### config.mk
export PLATFORM = sky130hd
export DESIGN_NAME = range_tracker_flat
export DESIGN_NICKNAME = d
export VERILOG_FILES = /design/src/rtl/range_tracker_if.sv /design/src/rtl/range_tracker.sv /design/src/flat_wrapper.sv
export SDC_FILE = /design/constraint.sdc
export NUM_CORES = 1
export LEC_CHECK = 0
export CORE_UTILIZATION = 40
export CTS_CLUSTER_SIZE = 20
export DETAILED_ROUTE_END_ITERATION = 10
export PLACE_DENSITY = 0.73
export SYNTH_ARGS = -nofsm -noshare
export SYNTH_HDL_FRONTEND = slang
export SYNTH_SLANG_ARGS = --single-unit
### constraint.sdc
create_clock -name clock -period 4.3 [get_ports clock]
set_input_delay 1.29 -clock clock [delete_from_list [all_inputs] [get_ports clock]]
set_output_delay 1.29 -clock clock [all_outputs]
set_load 0.02 [all_outputs]
### src/rtl/range_tracker_if.sv
// Sample-stream and result bundle for range_tracker; the tracker sits on the
// slave side, the sample source / result consumer on the master side.
interface range_tracker_if #(
    parameter int WIDTH = 8,
    parameter int CNT_W = 8
);
    logic [WIDTH-1:0] data_in;
    logic             valid;
    logic             go;
    logic             finish;
    logic [WIDTH:0]   range_out;
    logic [WIDTH-1:0] min_out;
    logic [WIDTH-1:0] max_out;
    logic [CNT_W-1:0] count_out;
    logic             count_sat;
    logic             done;
    logic             busy;
    logic             err_seq;
    logic             err_restart;

    modport master (
        output data_in, valid, go, finish,
        input  range_out, min_out, max_out, count_out, count_sat,
        input  done, busy, err_seq, err_restart
    );

    modport slave (
        input  data_in, valid, go, finish,
        output range_out, min_out, max_out, count_out, count_sat,
        output done, busy, err_seq, err_restart
    );
endinterface

### src/rtl/range_tracker.sv
// Tracks min, max and sample count over a go/finish-delimited session and
// publishes them with a one-cycle done pulse when the session closes.
module range_tracker #(
    parameter int WIDTH  = 8,
    parameter int CNT_W  = 8,
    parameter int SIGNED = 0
) (
    input logic           clock,
    input logic           reset,
    range_tracker_if.slave bus
);
    localparam logic [0:0] IDLE = 1'b0;
    localparam logic [0:0] RUN  = 1'b1;
    localparam logic [CNT_W-1:0] CNT_MAX = {CNT_W{1'b1}};
    localparam logic [CNT_W-1:0] CNT_ONE = CNT_W'(1);

    logic [0:0]       state;
    logic [WIDTH-1:0] cur_min;
    logic [WIDTH-1:0] cur_max;
    logic [CNT_W-1:0] cur_cnt;
    logic             cur_sat;

    logic [WIDTH-1:0] fold_min;
    logic [WIDTH-1:0] fold_max;
    logic [CNT_W-1:0] fold_cnt;
    logic             fold_sat;
    logic [WIDTH:0]   fold_range;

    // One extra bit lets signed and unsigned samples share one signed compare
    // and keeps max - min from ever wrapping.
    function automatic logic [WIDTH:0] ext(input logic [WIDTH-1:0] x);
        return (SIGNED != 0) ? {x[WIDTH-1], x} : {1'b0, x};
    endfunction

    // Session state with the current sample folded in.
    always_comb begin
        fold_min = cur_min;
        fold_max = cur_max;
        if ($signed(ext(bus.data_in)) < $signed(ext(cur_min)))
            fold_min = bus.data_in;
        if ($signed(ext(bus.data_in)) > $signed(ext(cur_max)))
            fold_max = bus.data_in;
        fold_cnt   = (cur_cnt == CNT_MAX) ? cur_cnt : cur_cnt + CNT_ONE;
        fold_sat   = cur_sat | (cur_cnt == CNT_MAX);
        fold_range = ext(fold_max) - ext(fold_min);
    end

    assign bus.busy = (state == RUN);

    always_ff @(posedge clock or posedge reset) begin
        if (reset) begin
            state           <= IDLE;
            cur_min         <= '0;
            cur_max         <= '0;
            cur_cnt         <= '0;
            cur_sat         <= 1'b0;
            bus.range_out   <= '0;
            bus.min_out     <= '0;
            bus.max_out     <= '0;
            bus.count_out   <= '0;
            bus.count_sat   <= 1'b0;
            bus.done        <= 1'b0;
            bus.err_seq     <= 1'b0;
            bus.err_restart <= 1'b0;
        end else begin
            bus.done <= 1'b0;
            case (state)
                IDLE: begin
                    if (bus.go) begin
                        bus.err_seq     <= 1'b0;
                        bus.err_restart <= 1'b0;
                        if (bus.finish) begin
                            bus.min_out   <= bus.data_in;
                            bus.max_out   <= bus.data_in;
                            bus.range_out <= '0;
                            bus.count_out <= CNT_ONE;
                            bus.count_sat <= 1'b0;
                            bus.done      <= 1'b1;
                        end else begin
                            cur_min <= bus.data_in;
                            cur_max <= bus.data_in;
                            cur_cnt <= CNT_ONE;
                            cur_sat <= 1'b0;
                            state   <= RUN;
                        end
                    end else if (bus.finish) begin
                        bus.err_seq <= 1'b1;
                    end
                end
                default: begin
                    if (bus.finish) begin
                        bus.min_out   <= fold_min;
                        bus.max_out   <= fold_max;
                        bus.range_out <= fold_range;
                        bus.count_out <= fold_cnt;
                        bus.count_sat <= fold_sat;
                        bus.done      <= 1'b1;
                        cur_min       <= '0;
                        cur_max       <= '0;
                        cur_cnt       <= '0;
                        cur_sat       <= 1'b0;
                        state         <= IDLE;
                        if (bus.go)
                            bus.err_restart <= 1'b1;
                    end else if (bus.go) begin
                        bus.err_restart <= 1'b1;
                        cur_min         <= bus.data_in;
                        cur_max         <= bus.data_in;
                        cur_cnt         <= CNT_ONE;
                        cur_sat         <= 1'b0;
                    end else if (bus.valid) begin
                        cur_min <= fold_min;
                        cur_max <= fold_max;
                        cur_cnt <= fold_cnt;
                        cur_sat <= fold_sat;
                    end
                end
            endcase
        end
    end
endmodule

### src/flat_wrapper.sv
// flat-port wrapper written by rule: the top's interface ports become plain ports
module range_tracker_flat 
#(
    parameter int WIDTH  = 8,
    parameter int CNT_W  = 8,
    parameter int SIGNED = 0
)
  (clock, reset, bus_data_in, bus_valid, bus_go, bus_finish, bus_range_out, bus_min_out, bus_max_out, bus_count_out, bus_count_sat, bus_done, bus_busy, bus_err_seq, bus_err_restart);
  range_tracker_if #(.WIDTH(WIDTH), .CNT_W(CNT_W)) bus_i ();
  input logic clock;
  input logic reset;
  input wire logic [$bits(bus_i.data_in)-1:0] bus_data_in;
  input wire logic [$bits(bus_i.valid)-1:0] bus_valid;
  input wire logic [$bits(bus_i.go)-1:0] bus_go;
  input wire logic [$bits(bus_i.finish)-1:0] bus_finish;
  output wire logic [$bits(bus_i.range_out)-1:0] bus_range_out;
  output wire logic [$bits(bus_i.min_out)-1:0] bus_min_out;
  output wire logic [$bits(bus_i.max_out)-1:0] bus_max_out;
  output wire logic [$bits(bus_i.count_out)-1:0] bus_count_out;
  output wire logic [$bits(bus_i.count_sat)-1:0] bus_count_sat;
  output wire logic [$bits(bus_i.done)-1:0] bus_done;
  output wire logic [$bits(bus_i.busy)-1:0] bus_busy;
  output wire logic [$bits(bus_i.err_seq)-1:0] bus_err_seq;
  output wire logic [$bits(bus_i.err_restart)-1:0] bus_err_restart;
  assign bus_i.data_in = bus_data_in;
  assign bus_i.valid = bus_valid;
  assign bus_i.go = bus_go;
  assign bus_i.finish = bus_finish;
  assign bus_range_out = bus_i.range_out;
  assign bus_min_out = bus_i.min_out;
  assign bus_max_out = bus_i.max_out;
  assign bus_count_out = bus_i.count_out;
  assign bus_count_sat = bus_i.count_sat;
  assign bus_done = bus_i.done;
  assign bus_busy = bus_i.busy;
  assign bus_err_seq = bus_i.err_seq;
  assign bus_err_restart = bus_i.err_restart;
  range_tracker #(.WIDTH(WIDTH), .CNT_W(CNT_W), .SIGNED(SIGNED)) u_core (.clock(clock), .reset(reset), .bus(bus_i));
endmodule
== After elaboration in Yosys (flattened, before gate mapping) ==
Index checks and enable logic that the tools add are counted.
Cells by class
  add/subtract/negate cells: 2
  $lt $le $gt $ge: 2
  eq/ne operators: 2
  muxes and demuxes: 54
  bitwise logic cells: 2
  reduce and logical (&&, ||, !) cells: 6
Operators with widths (number)
  2-to-1 mux 8 bit: 29
  2-to-1 mux 9 bit: 4
  2-to-1 mux 1 bit: 21
  subtractor 8 x 8 -> 9 bit: 1
  adder 8 x 1 -> 8 bit (second input constant): 1
  equality test 8 bit (second input constant): 1
  greater-than comparator 8 bit: 1
  < comparator 8 bit: 1
  AND reduction 2 bit: 2
  nonzero test 2 bit: 2
  AND reduction 3 bit: 1
  nonzero test 3 bit: 1
  inequality test 2 x 1 -> 1 bit (second input constant): 1
  inverter 1 bit: 1
  bitwise OR 1 bit: 1
Word-level totals
  register bits: 63
  input port bits: 13
  word-level logic and storage cells: 81

== Logic depth before layout (Yosys ltp) ==
  word-level depth: 6
  mapped depth: 14

== Worst setup path before layout ==
Ideal clock, no wire load.
  path kind: input to register
  start: in bus_data_in[6]
  end: reg u_core.bus.range_out[7]
  setup time: 132 ps
  arrival time: 4272 ps
  data required time: 4168 ps
  slack: -103 ps
  stages on the path: 13
  buffers on the path: 1
  cell sequence: ha_1 > and3_1 > o211a_1 > a221o_1 > clkbuf_1 > nand2_1 > o21ai_0 > ha_1 > or3_1 > a221o_1 > a311o_1 > nand4_1 > or3b_1
On the way
  cells in the longest elaborated chain, start to end: 5
  elaborated cells on any way between the ends: 7
  those cells by class: add/sub: 1; order compare: 2; mux: 4
Ends and longest elaborated chain
  from (decl): RTL line flat_wrapper.sv:12  | input wire logic [$bits(bus_i.data_in)-1:0] bus_data_in;
  greater-than comparator 8 bit / < comparator 8 bit (equally long branches): RTL line range_tracker.sv:41, range_tracker.sv:39
  2-to-1 mux 8 bit, on equally long branches: RTL line range_tracker.sv:41, range_tracker.sv:39
  subtractor 8 x 8 -> 9 bit (*): RTL line range_tracker.sv:45  | fold_range = ext(fold_max) - ext(fold_min);
  2-to-1 mux 9 bit (*): RTL line range_tracker.sv:91  | if (bus.finish) begin
  2-to-1 mux 9 bit (*): RTL line range_tracker.sv:67  | case (state)
  to (signal assigned): RTL line range_tracker.sv:94  | bus.range_out <= fold_range;
  to (decl): RTL line range_tracker_if.sv:29  | output range_out, min_out, max_out, count_out, count_sat,
Every way passes the cells marked *; elsewhere a longest branch is shown, timed or not. The select of a mux whose other input is x is not followed.
A chain may end at the register's enable or synchronous reset.

== Worst setup path in the final report ==
  start: in bus_data_in[4]
  end: reg u_core.bus.range_out[7]
The elaborated chain is that of the path after synthesis.

==> summary.md <==
| Metric | Value |
|---|---|
| Status | `completed` |
| Period utilisation layout | `0.955` |
| Post-Place Cells | `approximately 680` |
| Worst setup path start | `bus_data_in[4]` |
| RSZ-0062 raised after global routing | `false` |
| Async S/R FF share, synth | `1.00` |
| Area leader, netlist | `dfrtp_1` |
| Input/output buffers | `50` |
| FF+latch count, synth | `63` |
| Share of cells above drive strength 1 | `0.204` |
| Total wire length | `between 10 and 15 mm` |
| Total Neg Setup Slack | `0 ns` |
| Yosys warning count | `0` |
| Worst EP required | `about 4.5 ns` |
| Skew final | `between 0.01 and 0.015 ns` |
| Initial antenna violation count | `0` |
| First-pass GRT wire length | `between 15 and 20 mm` |
| Die W | `between 100 and 150 um` |
| CP arrival | `4.32 ns` |
| Vias in the first global route | `3729` |
| Ys flop type | `dfrtp_1` |
| Reg clk slew, reported paths | `0.07 ns` |
| Die Y | `slightly above 100 um` |
| CTS Buf Count | `9` |
| Fin. max-slew vios | `0` |
| Simple-gate portion of the synthesized area | `0.131` |
| Post-Syn Area | `just under 4000 um^2` |
| Slew margin rel. | `0.443` |
| Mapped Nets | `between 400 and 500` |
| CP Class | `in2reg` |
| Most numerous cell in the Yosys netlist | `dfrtp_1` |
| DR iter-0 viols | `between 400 and 500` |
| Synth top area share | `0.397` |
| CP peak stage delay | `roughly 0.37 ns` |
| Worst hold path class | `reg2reg` |
| Crit Path Max Fanout | `6` |
| CTS tree | `done` |
| Core Util, Final | `0.580` |
| Placement Rows | `35` |
| P&R area growth vs syn | `37.7%` |
| CTS Sinks | `63` |
| Crit-path cells | `dlymetal6s2s_1 -> buf_6 -> ha_4 -> nand4_1 -> nor2_2 -> a211o_1 -> a21oi_2 -> a21oi_2 -> ha_2 -> or3_1 -> a221o_1 -> a311o_1 -> nand4_1 -> or3b_1` |
| Core box area | `9420 um^2` |
| Seq/Total Area, Yosys | `0.397` |
| Adder-Cell Fraction of Synth Area | `0.0722` |
| Worst VDD drop | `a little over 200 uV` |
| Lkg Pwr | `~0.0025 uW` |
| Synth Area in Compound Gates | `0.300` |
| Largest net degree at the start of global routing | `33` |
| Post-layout nets | `603` |
| Largest family of logic cells by synthesized area | `compound AO/OA/AOI/OAI gates` |
| Grt ovf | `0` |
| Leading post-synthesis cells by cell area | `dfrtp_1, ha_1, a21oi_1` |
| Number of I/O pins | `between 50 and 60` |
| Final Critical Period | `just over 4 ns` |
| Crit path buffers/inverters | `2` |
| Reg-to-Reg Start | `u_core.cur_max[5]` |
| Slowest CP cell | `a311o_1` |
| Synth Instances | `between 400 and 500` |
| Final ANT Viol Nets | `0` |
| Pwr per Cell Area | `approximately 480 nW/um^2` |
| Hold Fails Final Rpt | `0` |
| Total GRT Usage | `0.234` |
| Synth cell count leaders | `dfrtp_1, nand2_1, a21oi_1, o21ai_0, inv_1` |
| Mux contribution to synthesized area | `0.0211` |
| Drt drc | `0` |
| Max cap viols | `0` |
| Post-Layout Cell Count | `around 700` |
| Worst Tran Pin Value | `approximately 0.83 ns` |
| Top achievable clock speed | `244 MHz` |
| Router iterations before antenna repair | `5` |
| Die area | `just over 10000 um^2` |
| Crit end category | `flop` |
| Finished Cell Area | `5460 um^2` |
| Root buf cell | `clkbuf_8` |
| Via count | `slightly above 4000` |
| Worst-Skew Late Latency | `around 0.34 ns` |
| Critical path's top delay family | `compound AO/OA/AOI/OAI gates` |
| Drt wl/cell | `about 17 um` |
| Clk buf depth | `2` |
| Post-DP Area | `between 5000 and 6000 um^2` |
| Antenna cells | `0` |
| Unique masters post-synth | `55` |
| Type of origin of the critical path | `input port` |
| Post-Synth XOR/XNOR Area | `0.0199` |
| Fin Hold WS | `around 0.48 ns` |
| EDFF count, synth | `0` |
| GPL Wtd Cong | `roughly 0.98` |
| Vias/cell | `approximately 5.8` |
| Mean post-synth cell area | `around 8.6 um^2` |
| H-tree depth | `3` |
| Post-DP HPWL | `roughly 8.6 mm` |
| Hold path start | `u_core.bus.range_out[4]` |
| Initial Util | `0.421` |
| Setup Viol. Count Final | `0` |
## cells in the final DEF (no fill, tap or decap), drive strengths merged, types with 2 or more instances in the layout
| cell | n |
|---|---|
| ha | 22 |
| a31oi | 4 |
| a221o | 3 |
| xnor2 | 3 |
| bufinv | 3 |
| o211ai | 18 |
| a222oi | 2 |
| buf | 75 |
| xor2 | 6 |
| nand3 | 10 |
| o22ai | 8 |
| clkbuf | 9 |
| nor2b | 4 |
| a22oi | 17 |
| a211o | 3 |
| o22a | 4 |
| a21o | 4 |
| clkdlybuf4s50 | 42 |
| nor2 | 29 |
| o31ai | 5 |
| o21a | 15 |
| a21oi | 40 |
| nand4 | 6 |
| dfrtp | 63 |
| o221ai | 3 |
| o21ai | 40 |
| inv | 38 |
| and3 | 5 |
| nand2 | 46 |
| dlymetal6s2s | 8 |
| nor3 | 8 |
| mux2i | 6 |
| nand2b | 2 |
| a211oi | 3 |
## flip-flops by register name, indices dropped and copies added, names as in the netlist
signal                  flops
u_core.cur_min              8
u_core.cur_max              8
u_core.bus.count_sat        1
u_core.bus.range_out        9
u_core.bus.min_out          8
u_core.bus.busy             1
u_core.bus.max_out          8
u_core.bus.done             1
u_core.cur_sat              1
u_core.bus.err_restart      1
u_core.bus.err_seq          1
u_core.bus.count_out        8
u_core.cur_cnt              8
## final timing paths
| kind | endpoint | slack, ns | cells after the start |
|---|---|---|---|
| worst max-delay path | u_core.bus.range_out[7] | 0.19 | 14 |
| worst min-delay path | u_core.bus.range_out[4] | 0.48 | 2 |
| worst max register to register | u_core.bus.range_out[7] | 0.79 | 13 |
| worst min register to register | u_core.bus.range_out[4] | 0.48 | 2 |
| max in group asynchronous | u_core.bus.min_out[0] | 2.22 | 3 |
| min in group asynchronous | u_core.bus.count_out[6] | 1.34 | 2 |
## logic make-up after synthesis
| kind of cell | after synthesis |
|---|---|
| AOI/OAI and AO/OA | 180 |
| DFF | 63 |
| xor gates and xnor gates | 9 |
| muxes | 7 |
| and+or+nand+nor | 115 |
| buffers and inverters | 62 |
| adders and majority gates | 23 |
## worst reg2reg max path, cell delays in order (launching register included)
cell     delay (ns)
dfrtp_1        0.47
inv_1          0.10
ha_1           0.30
nand4_1        0.22
nor2_2         0.08
a211o_1        0.36
a21oi_2        0.17
a21oi_2        0.06
ha_2           0.19
or3_1          0.33
a221o_1        0.34
a311o_1        0.37
nand4_1        0.07
or3b_1         0.34
## per-stage QoR
| step | power [uW] | setup WS, ns |
|---|---|---|
| 3_3_place_gp | 1910 | -0.426 |
| 2_1_floorplan | 1390 | 0.00201 |
| 5_1_grt | 2770 | 0.0742 |
| 4_1_cts | 2590 | 0.00325 |
| 6_report | 2630 | 0.195 |
| 3_5_place_dp | 1930 | -0.455 |
## metal layers
layer  global-route usage  wire [um]
met5                    0          0
met4               0.0725        229
met3               0.0304        695
met2                0.378       5500
met1                0.324       5240
## power breakdown
part	total (uW)	internal (uW)	switching, uW
logic	1200	592	610
clock network	647	392	255
registers	776	694	81.5
## what timing repair did
item,4_1_cts,5_1_grt
endpoints found under the setup margin,3,6
gates resized for setup,3,23
hold buffers,0,0
pin swaps,3,13
setup buffers,0,8
## layout make-up
type                    instances  area [um^2]
inverters                      35          131
flip-flops and latches         63         1580
fillers                       819         3950
clock buffers                   9          124
well taps                     129          161
multi-input cells             334         2250
repair buffers                125         1090
clock inverters                 7          125
No activity file was read; power rests on OpenSTA's default activity.
==> edit 1: new RTL, config.mk and constraints unchanged <==
`SIGNED` is set to 0 in 2 places; all go to 1.
--- a/src/rtl/range_tracker.sv
+++ b/src/rtl/range_tracker.sv
@@ -4,5 +4,5 @@
     parameter int WIDTH  = 8,
     parameter int CNT_W  = 8,
-    parameter int SIGNED = 0
+    parameter int SIGNED = 1
 ) (
     input logic           clock,
--- a/src/flat_wrapper.sv
+++ b/src/flat_wrapper.sv
@@ -4,5 +4,5 @@
     parameter int WIDTH  = 8,
     parameter int CNT_W  = 8,
-    parameter int SIGNED = 0
+    parameter int SIGNED = 1
 )
   (clock, reset, bus_data_in, bus_valid, bus_go, bus_finish, bus_range_out, bus_min_out, bus_max_out, bus_count_out, bus_count_sat, bus_done, bus_busy, bus_err_seq, bus_err_restart);
Function: changed (a bounded check fails within 4 cycles, from zero or initial values and one cycle with reset high).
==> edit 1 against the original RTL <==
Routed wire length fell by 1.4%. First-iteration DRC count fell by 55%. Synthesized area rose by 1.2%. Register-to-register slack improved by 260 ps. Setup slack improved by 26 ps. Cell area fell by 4.6%. Sequential cell count did not move. Utilization fell by 4.5 points. Sequential share of layout area rose by 1.4 points. Power fell by 0.59%. Critical path type unchanged. Largest cell class unchanged. Highest routed layer unchanged.
==> edit 1: results (changes against the original RTL) <==
.. list-table::
   :header-rows: 1

   * - Metric
     - Value
   * - Status
     - completed
   * - Number of DRC violations after detailed-routing iteration 0
     - 183 (-55%)
   * - Reg-to-reg setup timing slack
     - 1050 ps (+260 ps)
   * - Mux cell area share after synthesis
     - 3.40% (+1.3 points)
   * - Layout fillers
     - 907 (+11%)
   * - Vias in the first global route
     - 4019 (+7.8%)
   * - Instance count after placement with tap cells included
     - 664 (-2.1%)
   * - Global-route wire length before repair
     - 19200 um (+1.9%)
   * - Kind of cell with the highest combined delay on the critical path
     - buffers and inverters
   * - Via Count
     - 3946 (-2.7%)
   * - Post-Synth Adder-Cell Area
     - 6.82% (-0.40 points)
   * - R2R Path Start
     - u_core.cur_min[1]
   * - Wire length on met3
     - 554 um (-20%)
   * - Tcrit/Tclk final
     - 94.9% (-0.60 points)
   * - Number of nets in the layout
     - 576 (-4.5%)
   * - Beginning of the critical path
     - bus_data_in[1]
   * - Total Routed Length
     - 11500 um (-1.4%)
   * - Destination of the worst hold path
     - u_core.bus.count_out[4]
   * - Routed met1 length
     - 5020 um (-4.3%)
   * - Post-detail-place hpwl
     - 8610 um (+0.64%)
   * - Min-Delay Startpoint
     - u_core.bus.count_out[4]
   * - Maximum number of pins on one net before global-route repair
     - 36 (+9.1%)
   * - GRT met2 Usage
     - 40.6% (+2.8 points)
   * - Vias/cell
     - 5.80 (+0.44%)
   * - Ranking of synthesized cells by instance count
     - 63 x dfrtp_1, 51 x o21ai_0, 45 x nand2_1
[edit 1: cell count changes in the layout (fill, tap and decap cells not counted), sizes merged, moves of 8 or more]
| cell | delta |
|---|---|
| buf | -25 |
| clkdlybuf4s50 | +8 |
| o211ai | -9 |
| o21a | -14 |
| dlymetal6s2s | -8 |
| o21ai | +15 |
| nor2 | +8 |
[edit 1: power by group through the flow]
stage	sequential, uW	clock [uW]	combinational (uW)
2_1_floorplan	855	0	612
3_3_place_gp	782	0	1120
3_5_place_dp	784	0	1140
4_1_cts	774	676	1150
5_1_grt	789	701	1280
6_report	773	668	1170
[edit 1: area by class of cell]
class	instances	area share (%)
Multi-Input combinational cell	337	42.7
Sequential cell	63	30.3
Timing Repair Buffer	100	16.8
Tap cell	133	3.19
Clock inverter	7	2.45
Clock buffer	9	2.38
Inverter	31	2.23
[edit 1: worst min-delay path: cells and delay by family (launching register included)]
kind / cells / cell delay (ps)
AOI/OAI and AO/OA: 1 / 60
DFF: 1 / 350
and+or+nand+nor: 1 / 40
==> edit 2: new RTL, same flow settings <==
Without the edit above. Reset style: synchronous (`reset`), changed in one clocked block.
--- a/src/rtl/range_tracker.sv
+++ b/src/rtl/range_tracker.sv
@@ -48,5 +48,5 @@
     assign bus.busy = (state == RUN);
 
-    always_ff @(posedge clock or posedge reset) begin
+    always_ff @(posedge clock) begin
         if (reset) begin
             state           <= IDLE;
Function: differs if reset is asserted again (counterexample within 4 cycles, from zero or initial values and one cycle with reset high); with reset held inactive, the same outputs for 4 cycles.
==> edit 2 against the original RTL <==
Clock skew shrank 1.4 ps. Synthesized area is 9.1% lower. Cell area fell by 9.6%. Global-route usage grew 0.94 points. Setup slack worse by 120 ps. Routed wire length decreased by 2.0%. Final cell count is 8.4% lower. First-iteration DRC count shrank 23%. Sequential cell count is the same. Sequential share of layout area shrank 3.3 points. Hold slack got worse by 16 ps. Critical path type unchanged.
Power is not compared: it rests on default switching activity, and its combinational part moved more than twofold at a synthesized area within 25%.
==> edit 2: results (changes against the original RTL) <==
.. list-table::
   :header-rows: 1

   * - Metric
     - Value
   * - Fraction of registers with async set or reset after synthesis
     - 0% (-100 points)
   * - Last weighted congestion value of the routability-driven placer
     - 0.873 (-11%)
   * - Clock network latency to the later pin of the worst-skew pair
     - 360 ps (+20 ps)
   * - Post-detail-place hpwl
     - 8030 um (-6.2%)
   * - Maximum number of pins on one net before global-route repair
     - 43 (+30%)
   * - Worst endpoint required time
     - 4530 ps (about the same)
   * - Leading post-synthesis cells by cell area
     - dfxtp_1 35%, ha_1 7.6%, nor2_1 7.3%
   * - Post-Synth Adder-Cell Area
     - 8.19% (+0.96 points)
   * - Worst-path fanout max
     - 5 (-1)
   * - Fin cells
     - 643 (-8.4%)
   * - Area growth from synthesis to layout
     - 37.0%
   * - Cells resized by post-CTS repair
     - 14 (+11)
   * - Instance count after placement with tap cells included
     - 624 (-8.0%)
   * - RR Endpoint
     - u_core.bus.range_out[5]
   * - Critical path arrival
     - 4450 ps (+130 ps)
   * - Clock-cell share
     - 4.13% (-0.43 points)
   * - Beginning of the critical path
     - bus_data_in[3]
   * - Final Hold Slack
     - 464 ps (-16.2 ps)
   * - Std cell rows
     - 34 (-2.9%)
   * - Aggregate global-route resource usage
     - 24.3% (+0.94 points)
   * - Placed standard-cell area
     - 0.00463 mm2 (-8.2%)
   * - Number of nets in the layout
     - 565 (-6.3%)
   * - Count of cell types in the netlist
     - 54 (-1.8%)
   * - Sequential cell area
     - 0.00126 mm2 (-20%)
   * - XOR/XNOR share of the synthesized area
     - 2.19% (+0.20 points)
   * - Area used by multi-input combinational logic
     - 0.00230 mm2 (+2.3%)
   * - Non-clock buffer contribution to total cell area
     - 18.8% (-1.2 points)
   * - Routed met1 length
     - 4880 um (-6.9%)
   * - Number of setup buffers added after CTS
     - 3 (+3)
   * - Total Routed Length
     - 11400 um (-2.0%)
   * - Destination of the worst hold path
     - u_core.bus.range_out[6]
   * - Fraction of the mapped netlist area in compound gates
     - 27.8% (-2.2 points)
   * - Global-route wire length before repair
     - 18500 um (-1.3%)
   * - Min-Delay Startpoint
     - u_core.bus.range_out[6]
   * - Vias in the first global route
     - 3847 (+3.2%)
   * - Placement-stage worst setup slack
     - -604 ps (-149 ps)
   * - Actual transition at the worst max-transition pin
     - 797 ps (-35.0 ps)
   * - Reg-to-reg setup timing slack
     - 810 ps (+20 ps)
   * - Highest-delay cell along the critical path
     - or4_1
   * - Status
     - completed
   * - Mux cell area share after synthesis
     - 5.24% (+3.1 points)
edit 2: changes by cell type in the layout (fill, tap and decap cells not counted), moves of 9 or more:
cell	unedited run	this run
dfrtp_1	63	0
dfxtp_1	0	63
nor2_1	28	68
nand2_1	44	20
o21a_1	15	0
o21ai_0	33	18
o211ai_1	18	4
buf_4	73	60
o221a_2	1	12
a221oi_1	1	10
edit 2: logic make-up (layout without fill, tap and decap cells):
| kind of cell | count (synthesis) | after routing |
|---|---|---|
| compound gates | 137 | 137 |
| buf+inv | 53 | 155 |
| flops | 63 | 63 |
| xor+xnor | 9 | 9 |
| fa+ha+maj | 24 | 24 |
| mux | 17 | 17 |
| simple gates | 130 | 130 |
edit 2: layer usage:
| metal | global-route usage (%) | vias up |
|---|---|---|
| met5 | 0 | - |
| met4 | 10.7 | 0 |
| met3 | 5.92 | 23 |
| met2 | 40.5 | 161 |
| met1 | 29.6 | 1880 |
| li1 | - | 1797 |
